File: src/rtl/cmult_sched.sv
// Round-robin scheduler that shares one pipelined complex multiplier among NREQ requesters.
// Each product returns with its requester ID through a valid/ID pipe matched to the multiplier latency.
module cmult_sched #(
    parameter int NREQ   = 4,
    parameter int AWIDTH = 16,
    parameter int BWIDTH = 18,
    parameter int LAT    = 6,
    parameter int IDW    = 2
) (
    input  logic                            i_clk,
    input  logic                            i_rst_n,
    input  logic                            i_en,
    input  logic                            i_flush,
    input  logic [NREQ-1:0]                 i_req_valid,
    output logic [NREQ-1:0]                 o_req_ready,
    input  logic [NREQ*AWIDTH-1:0]          i_req_are,
    input  logic [NREQ*AWIDTH-1:0]          i_req_aim,
    input  logic [NREQ*BWIDTH-1:0]          i_req_bre,
    input  logic [NREQ*BWIDTH-1:0]          i_req_bim,
    output logic                            o_m_ce,
    output logic [AWIDTH-1:0]               o_m_are,
    output logic [AWIDTH-1:0]               o_m_aim,
    output logic [BWIDTH-1:0]               o_m_bre,
    output logic [BWIDTH-1:0]               o_m_bim,
    input  logic [AWIDTH+BWIDTH:0]          i_m_pre,
    input  logic [AWIDTH+BWIDTH:0]          i_m_pim,
    output logic                            o_rsp_valid,
    input  logic                            i_rsp_ready,
    output logic [IDW-1:0]                  o_rsp_id,
    output logic [AWIDTH+BWIDTH:0]          o_rsp_pre,
    output logic [AWIDTH+BWIDTH:0]          o_rsp_pim,
    output logic                            o_busy,
    output logic                            o_flush_done
);

    localparam int CW = $clog2(LAT + 2);

    typedef enum logic [1:0] {
        ST_IDLE  = 2'd0,
        ST_RUN   = 2'd1,
        ST_DRAIN = 2'd2
    } state_t;

    state_t            state_q, state_d;
    logic [IDW-1:0]    rr_q, rr_d;
    logic [CW-1:0]     inflight_q, inflight_d;
    logic              s0_vld_q;
    logic [IDW-1:0]    s0_id_q;
    logic [AWIDTH-1:0] are_q, aim_q;
    logic [BWIDTH-1:0] bre_q, bim_q;
    logic [LAT-1:0]    vld_pipe_q;
    logic [IDW-1:0]    id_pipe_q [LAT];

    logic              ce_s;
    logic              rsp_valid_s;
    logic              rsp_hs_s;
    logic              accept_s;
    logic              flush_done_s;
    logic              pass_ok_s;
    logic [NREQ-1:0]   grant_s;
    logic [IDW-1:0]    grant_id_s;
    logic [AWIDTH-1:0] sel_are_s, sel_aim_s;
    logic [BWIDTH-1:0] sel_bre_s, sel_bim_s;

    // A product held at the output with no taker freezes the whole datapath
    assign rsp_valid_s = vld_pipe_q[LAT-1];
    assign ce_s        = ~(rsp_valid_s & ~i_rsp_ready);
    assign rsp_hs_s    = rsp_valid_s & i_rsp_ready;

    // Round-robin pick: first pass scans from the pointer upward, second pass wraps below it
    always_comb begin
        grant_s    = '0;
        grant_id_s = '0;
        accept_s   = 1'b0;
        pass_ok_s  = 1'b0;
        sel_are_s  = '0;
        sel_aim_s  = '0;
        sel_bre_s  = '0;
        sel_bim_s  = '0;
        if ((state_q == ST_RUN) && ce_s) begin
            for (int pass = 0; pass < 2; pass++) begin
                for (int k = 0; k < NREQ; k++) begin
                    if (pass == 0) begin
                        pass_ok_s = (IDW'(k) >= rr_q);
                    end else begin
                        pass_ok_s = (IDW'(k) < rr_q);
                    end
                    if (!accept_s && i_req_valid[k] && pass_ok_s) begin
                        accept_s   = 1'b1;
                        grant_s[k] = 1'b1;
                        grant_id_s = IDW'(k);
                        sel_are_s  = i_req_are[k*AWIDTH +: AWIDTH];
                        sel_aim_s  = i_req_aim[k*AWIDTH +: AWIDTH];
                        sel_bre_s  = i_req_bre[k*BWIDTH +: BWIDTH];
                        sel_bim_s  = i_req_bim[k*BWIDTH +: BWIDTH];
                    end
                end
            end
        end else begin
            accept_s = 1'b0;
        end
    end

    // Pointer moves just past the winner; it holds when nobody is accepted
    always_comb begin
        rr_d = rr_q;
        if (accept_s) begin
            if (grant_id_s == IDW'(NREQ - 1)) begin
                rr_d = '0;
            end else begin
                rr_d = grant_id_s + IDW'(1);
            end
        end else begin
            rr_d = rr_q;
        end
    end

    // Outstanding-product count; simultaneous accept and return cancel out
    always_comb begin
        inflight_d = inflight_q;
        case ({accept_s, rsp_hs_s})
            2'b10:   inflight_d = inflight_q + CW'(1);
            2'b01:   inflight_d = inflight_q - CW'(1);
            default: inflight_d = inflight_q;
        endcase
    end

    // Mode FSM: flush overrides enable, and drain exits only once nothing is outstanding
    always_comb begin
        state_d      = state_q;
        flush_done_s = 1'b0;
        case (state_q)
            ST_IDLE: begin
                if (i_flush) begin
                    state_d = ST_DRAIN;
                end else if (i_en) begin
                    state_d = ST_RUN;
                end else begin
                    state_d = ST_IDLE;
                end
            end
            ST_RUN: begin
                if (i_flush) begin
                    state_d = ST_DRAIN;
                end else if (!i_en) begin
                    state_d = ST_IDLE;
                end else begin
                    state_d = ST_RUN;
                end
            end
            ST_DRAIN: begin
                if (inflight_q == '0) begin
                    flush_done_s = 1'b1;
                    state_d      = ST_IDLE;
                end else begin
                    state_d = ST_DRAIN;
                end
            end
            default: state_d = ST_IDLE;
        endcase
    end

    // Control state registers
    always_ff @(posedge i_clk or negedge i_rst_n) begin
        if (!i_rst_n) begin
            state_q    <= ST_IDLE;
            rr_q       <= '0;
            inflight_q <= '0;
        end else begin
            state_q    <= state_d;
            rr_q       <= rr_d;
            inflight_q <= inflight_d;
        end
    end

    // Operand stage: operands hold when idle so the multiplier inputs stay quiet
    always_ff @(posedge i_clk or negedge i_rst_n) begin
        if (!i_rst_n) begin
            s0_vld_q <= 1'b0;
            s0_id_q  <= '0;
            are_q    <= '0;
            aim_q    <= '0;
            bre_q    <= '0;
            bim_q    <= '0;
        end else if (ce_s) begin
            s0_vld_q <= accept_s;
            if (accept_s) begin
                s0_id_q <= grant_id_s;
                are_q   <= sel_are_s;
                aim_q   <= sel_aim_s;
                bre_q   <= sel_bre_s;
                bim_q   <= sel_bim_s;
            end
        end
    end

    // Tag pipe mirrors the multiplier latency; reset clears it so stale products are masked
    always_ff @(posedge i_clk or negedge i_rst_n) begin
        if (!i_rst_n) begin
            vld_pipe_q <= '0;
            for (int i = 0; i < LAT; i++) begin
                id_pipe_q[i] <= '0;
            end
        end else if (ce_s) begin
            vld_pipe_q[0] <= s0_vld_q;
            id_pipe_q[0]  <= s0_id_q;
            for (int i = 1; i < LAT; i++) begin
                vld_pipe_q[i] <= vld_pipe_q[i-1];
                id_pipe_q[i]  <= id_pipe_q[i-1];
            end
        end
    end

    assign o_req_ready  = grant_s;
    assign o_m_ce       = ce_s;
    assign o_m_are      = are_q;
    assign o_m_aim      = aim_q;
    assign o_m_bre      = bre_q;
    assign o_m_bim      = bim_q;
    assign o_rsp_valid  = rsp_valid_s;
    assign o_rsp_id     = id_pipe_q[LAT-1];
    assign o_rsp_pre    = i_m_pre;
    assign o_rsp_pim    = i_m_pim;
    assign o_busy       = (inflight_q != '0);
    assign o_flush_done = flush_done_s;

endmodule
File: config.mk
export PLATFORM = sky130hd
export DESIGN_NAME = cmult_sched
export DESIGN_NICKNAME = d
export VERILOG_FILES = /design/src/rtl/cmult_sched.sv
export SDC_FILE = /design/constraint.sdc
export NUM_CORES = 1
export LEC_CHECK = 0
export CAP_MARGIN = 10
export CORE_AREA = 2 2 193 195
export DETAILED_ROUTE_END_ITERATION = 6
export DIE_AREA = 0 0 195 197
export SLEW_MARGIN = 25
export SYNTH_ARGS = -nofsm -noshare
export SYNTH_HDL_FRONTEND = slang
export SYNTH_SLANG_ARGS = --single-unit
File: constraint.sdc
create_clock -name i_clk -period 7.3 [get_ports i_clk]
set_input_delay 2.19 -clock i_clk [delete_from_list [all_inputs] [get_ports i_clk]]
set_output_delay 2.19 -clock i_clk [all_outputs]
set_load 0.02 [all_outputs]
==> flow_summary.toml, run 1 <==
[cts]
h-tree-depth = 3
postCtsSetupBuffers = 0
cts.hold.buffers_added = 0
cts_buffer_depth = 2
post_cts_resize_count = 0
clk_pin_slew_worst_paths_ns = 0.09
clock_sink_count = 96
cts_buffers = 9
clkLatencyLatePin_ns = 0.36
clock_tree_from_tritoncts = "yes"
clk_root_buffer_cell = "clkbuf_16"

[sta]
tightest_slew_ns = 1.048
fin_skew_ns = 0.01465
max_freq_ghz = 0.1501
final_setup_violation_count = 0
unrepaired_setup_endpoints_after_global_routing = "false"
fin_crit_sh_pct = 91.24
final-max-slew-violation-count = 0
hold_viol = 0
finalSetupTns_ns = 0
period_minus_slack_ns = 6.661
normalized_max_slew_margin_pct = 30.10
hold_ws_ns = 0.4689

[pwr]
leakage_nw = 4.333
power.density_cell_area_nw_per_um2 = 299.1
vdd_drop_max_uv = 250.1

[status]
run_status = "complete, no violations"

[routing]
routed_wire_length_per_instance_um = 23.86
post_drt_via_cell_ratio = 5.855
dr.pass1.iters = 5
routed-via-count = 11025
dr.first_iter.drc_count = 841
antenna_left = 0
drt_drc_violations_left = 0
routed_wirelength_um = 44930

[synth]
asr_flop_ratio_synth_pct = 100.0
post-synth-top-area-fraction_pct = 25.85
synth_enable_flop_cells = 0
synth_area_leaders = "dfrtp_1, o21a_1, nand2_1, buf_4, nor3b_1"
ys_warn_count = 0
syn_nets = 1581
synth.largest_area_cell = "dfrtp_1"
postSynth.topFlopCell = "dfrtp_1"
seq_area_frac_synth_pct = 25.85
synth.avg_cell_area_um2 = 7.567
syn-cell-area_um2 = 9293
yosys.cell_types.count = 46
ys_seq_elements = 96
synth.cells.most_frequent = "nand2_1, o21a_1, dfrtp_1"
synthCells = 1228
post-synth-top-count-cell = "nand2_1"

[die]
die_height_um = 197
design.die.area_um2 = 38420
initial_core_util_pct = 25.63
die_w_um = 195
floorplan.core_area_um2 = 36260
floorplan.io_pins = 499
row_count = 70

[critical_path]
cp_data_required_time_ns = 5.11
maximum_net_fanout_on_the_critical_path = 9
worst_path_largest_cell_delay_ns = 0.67
crit_path_start_kind = "primary input"
slowest_stage = "clkdlybuf4s50_1"
cp_data_arrival_time_ns = 4.47
critical_path_class = "primary input to output port"
crit_top_cell = "clkdlybuf4s50_1"
crit_chain = "clkdlybuf4s50_1 > or3_1 > or2_2 > a21oi_1 > clkdlybuf4s50_1"
nature_of_the_critical_path_endpoint = "output port"

[global_routing]
global_route.usage.total_pct = 22.54
global_route.usage.met1_pct = 27.69
globalRoute.totalOverflow = 0
first_global_vias = 11464
grt_max_degree = 111
top_usage_layer = "met2"
gr-usage-met2_pct = 36.42
grtUsageMet3_pct = 5.698
antenna_violations_before_repair = 1
wire_length_of_the_first_global_routing_pass_um = 67820

[final_layout]
num-nets-final = 1761
areaGrowthSynthToFinish_pct = 38.63
fraction_of_layout_instances_using_a_drive_strength_above_1_pct = 4.317

[placement]
detailedPlacementHpwl_um = 28490
io_buffers = 358
place_congestion = 0.8650

[min_path]
hold_class = "register to register"

[run]
cap_viol_max_count = 0
-- layer usage --
metal	vias up	routed length [um]
met5	-	0
met3	149	4553
li1	4846	-
met1	5267	17710
met4	0	1954
met2	763	20710
-- per-stage QoR --
stage | power (mW) | worst slack (ns) | std cells | cell area [um^2] | util [%]
2_1_floorplan | 2.326 | 1.538 | 1228 | 9293 | -
3_3_place_gp | 3.292 | 0.6884 | 1865 | 12560 | 34.65
3_5_place_dp | 3.313 | 0.6521 | 1865 | 12570 | 34.66
4_1_cts | 3.854 | 0.6349 | 1881 | 12870 | 35.50
5_1_grt | 4.082 | 0.5446 | 1882 | 12880 | 35.52
6_report | 3.853 | 0.6392 | 1883 | 12880 | 35.53
-- registers in the layout, indices dropped and copies added (netlist names) --
register,flops
o_m_bim,18
o_m_bre,18
o_m_aim,16
o_m_are,16
id_pipe_q,10
vld_pipe_q,6
inflight_q,3
o_rsp_id,2
rr_q,2
s0_id_q,2
state_q,2
s0_vld_q,1
-- worst paths after layout --
kind | start | endpoint | slack [ns] | cells after the start
worst min-delay path | vld_pipe_q[4]$_DFFE_PN0N_ | vld_pipe_q[5]$_DFFE_PN0N_ | 0.47 | 1
worst min register to register | vld_pipe_q[4]$_DFFE_PN0N_ | vld_pipe_q[5]$_DFFE_PN0N_ | 0.47 | 1
worst max-delay path | i_req_valid[0] | o_req_ready[2] | 0.64 | 5
worst max register to register | rr_q[1]$_DFFE_PN0P_ | o_m_are[1]$_DFFE_PN0P_ | 3.64 | 7
max in group asynchronous | i_rst_n | rr_q[1]$_DFFE_PN0P_ | 4.17 | 2
min in group asynchronous | i_rst_n | o_m_bre[16]$_DFFE_PN0P_ | 1.85 | 1
-- logic make-up after synthesis --
group / after synthesis / synth area share, %
flip-flops: 96 / 25.85
adder cells (fa/ha/maj): 2 / 0.3501
AO/OA/AOI/OAI: 468 / 36.18
multiplexers: 1 / 0.1212
XOR/XNOR: 3 / 0.2828
AND/OR/NAND/NOR: 413 / 23.15
buffers and inverters: 245 / 14.07
-- placed cells by master, fill, tap and decap left out, types with 56 or more instances in the layout --
| cell type | synthesis | final |
|---|---|---|
| clkdlybuf4s50_1 | 0 | 356 |
| nand2_1 | 181 | 180 |
| o21a_1 | 110 | 110 |
| dfrtp_1 | 96 | 95 |
| a21oi_1 | 85 | 84 |
| nor3b_1 | 69 | 69 |
| nand3_1 | 69 | 68 |
| o31ai_1 | 68 | 68 |
| nand3b_1 | 56 | 56 |
| o21ai_0 | 56 | 56 |
| a41oi_1 | 56 | 56 |
-- power breakdown --
group | total [mW] | internal [mW] | switching [mW]
sequential | 1.03 | 0.791 | 0.236
combinational | 2.31 | 0.963 | 1.34
clock | 0.517 | 0.247 | 0.270
-- critical path: cells and delay by family --
family                 cells  cell delay [ns]
AO/OA/AOI/OAI              1             0.23
buffers and inverters      2             1.26
AND/OR/NAND/NOR            2             0.79
-- cell type report --
class | count | area [um^2]
diodes | 2 | 5.005
repair buffers | 381 | 3777
clock inverters | 7 | 81.33
multi-input cells | 887 | 5678
clock buffers | 9 | 225.2
flip-flops and latches | 96 | 2406
well taps | 468 | 585.6
inverters | 33 | 123.9
fillers | 3772 | 23380
No activity file was read; power rests on OpenSTA's default activity.
==> run 2: changes to the inputs <==
--- a/config.mk
+++ b/config.mk
@@ -9,6 +9,7 @@
 export CORE_AREA = 2 2 193 195
 export DETAILED_ROUTE_END_ITERATION = 6
 export DIE_AREA = 0 0 195 197
+export SETUP_SLACK_MARGIN = 0.5
 export SLEW_MARGIN = 25
 export SYNTH_ARGS = -nofsm -noshare
 export SYNTH_HDL_FRONTEND = slang
==> results of run 2 <==
The final DEF is identical to that of run 1; final timing and power are the same.
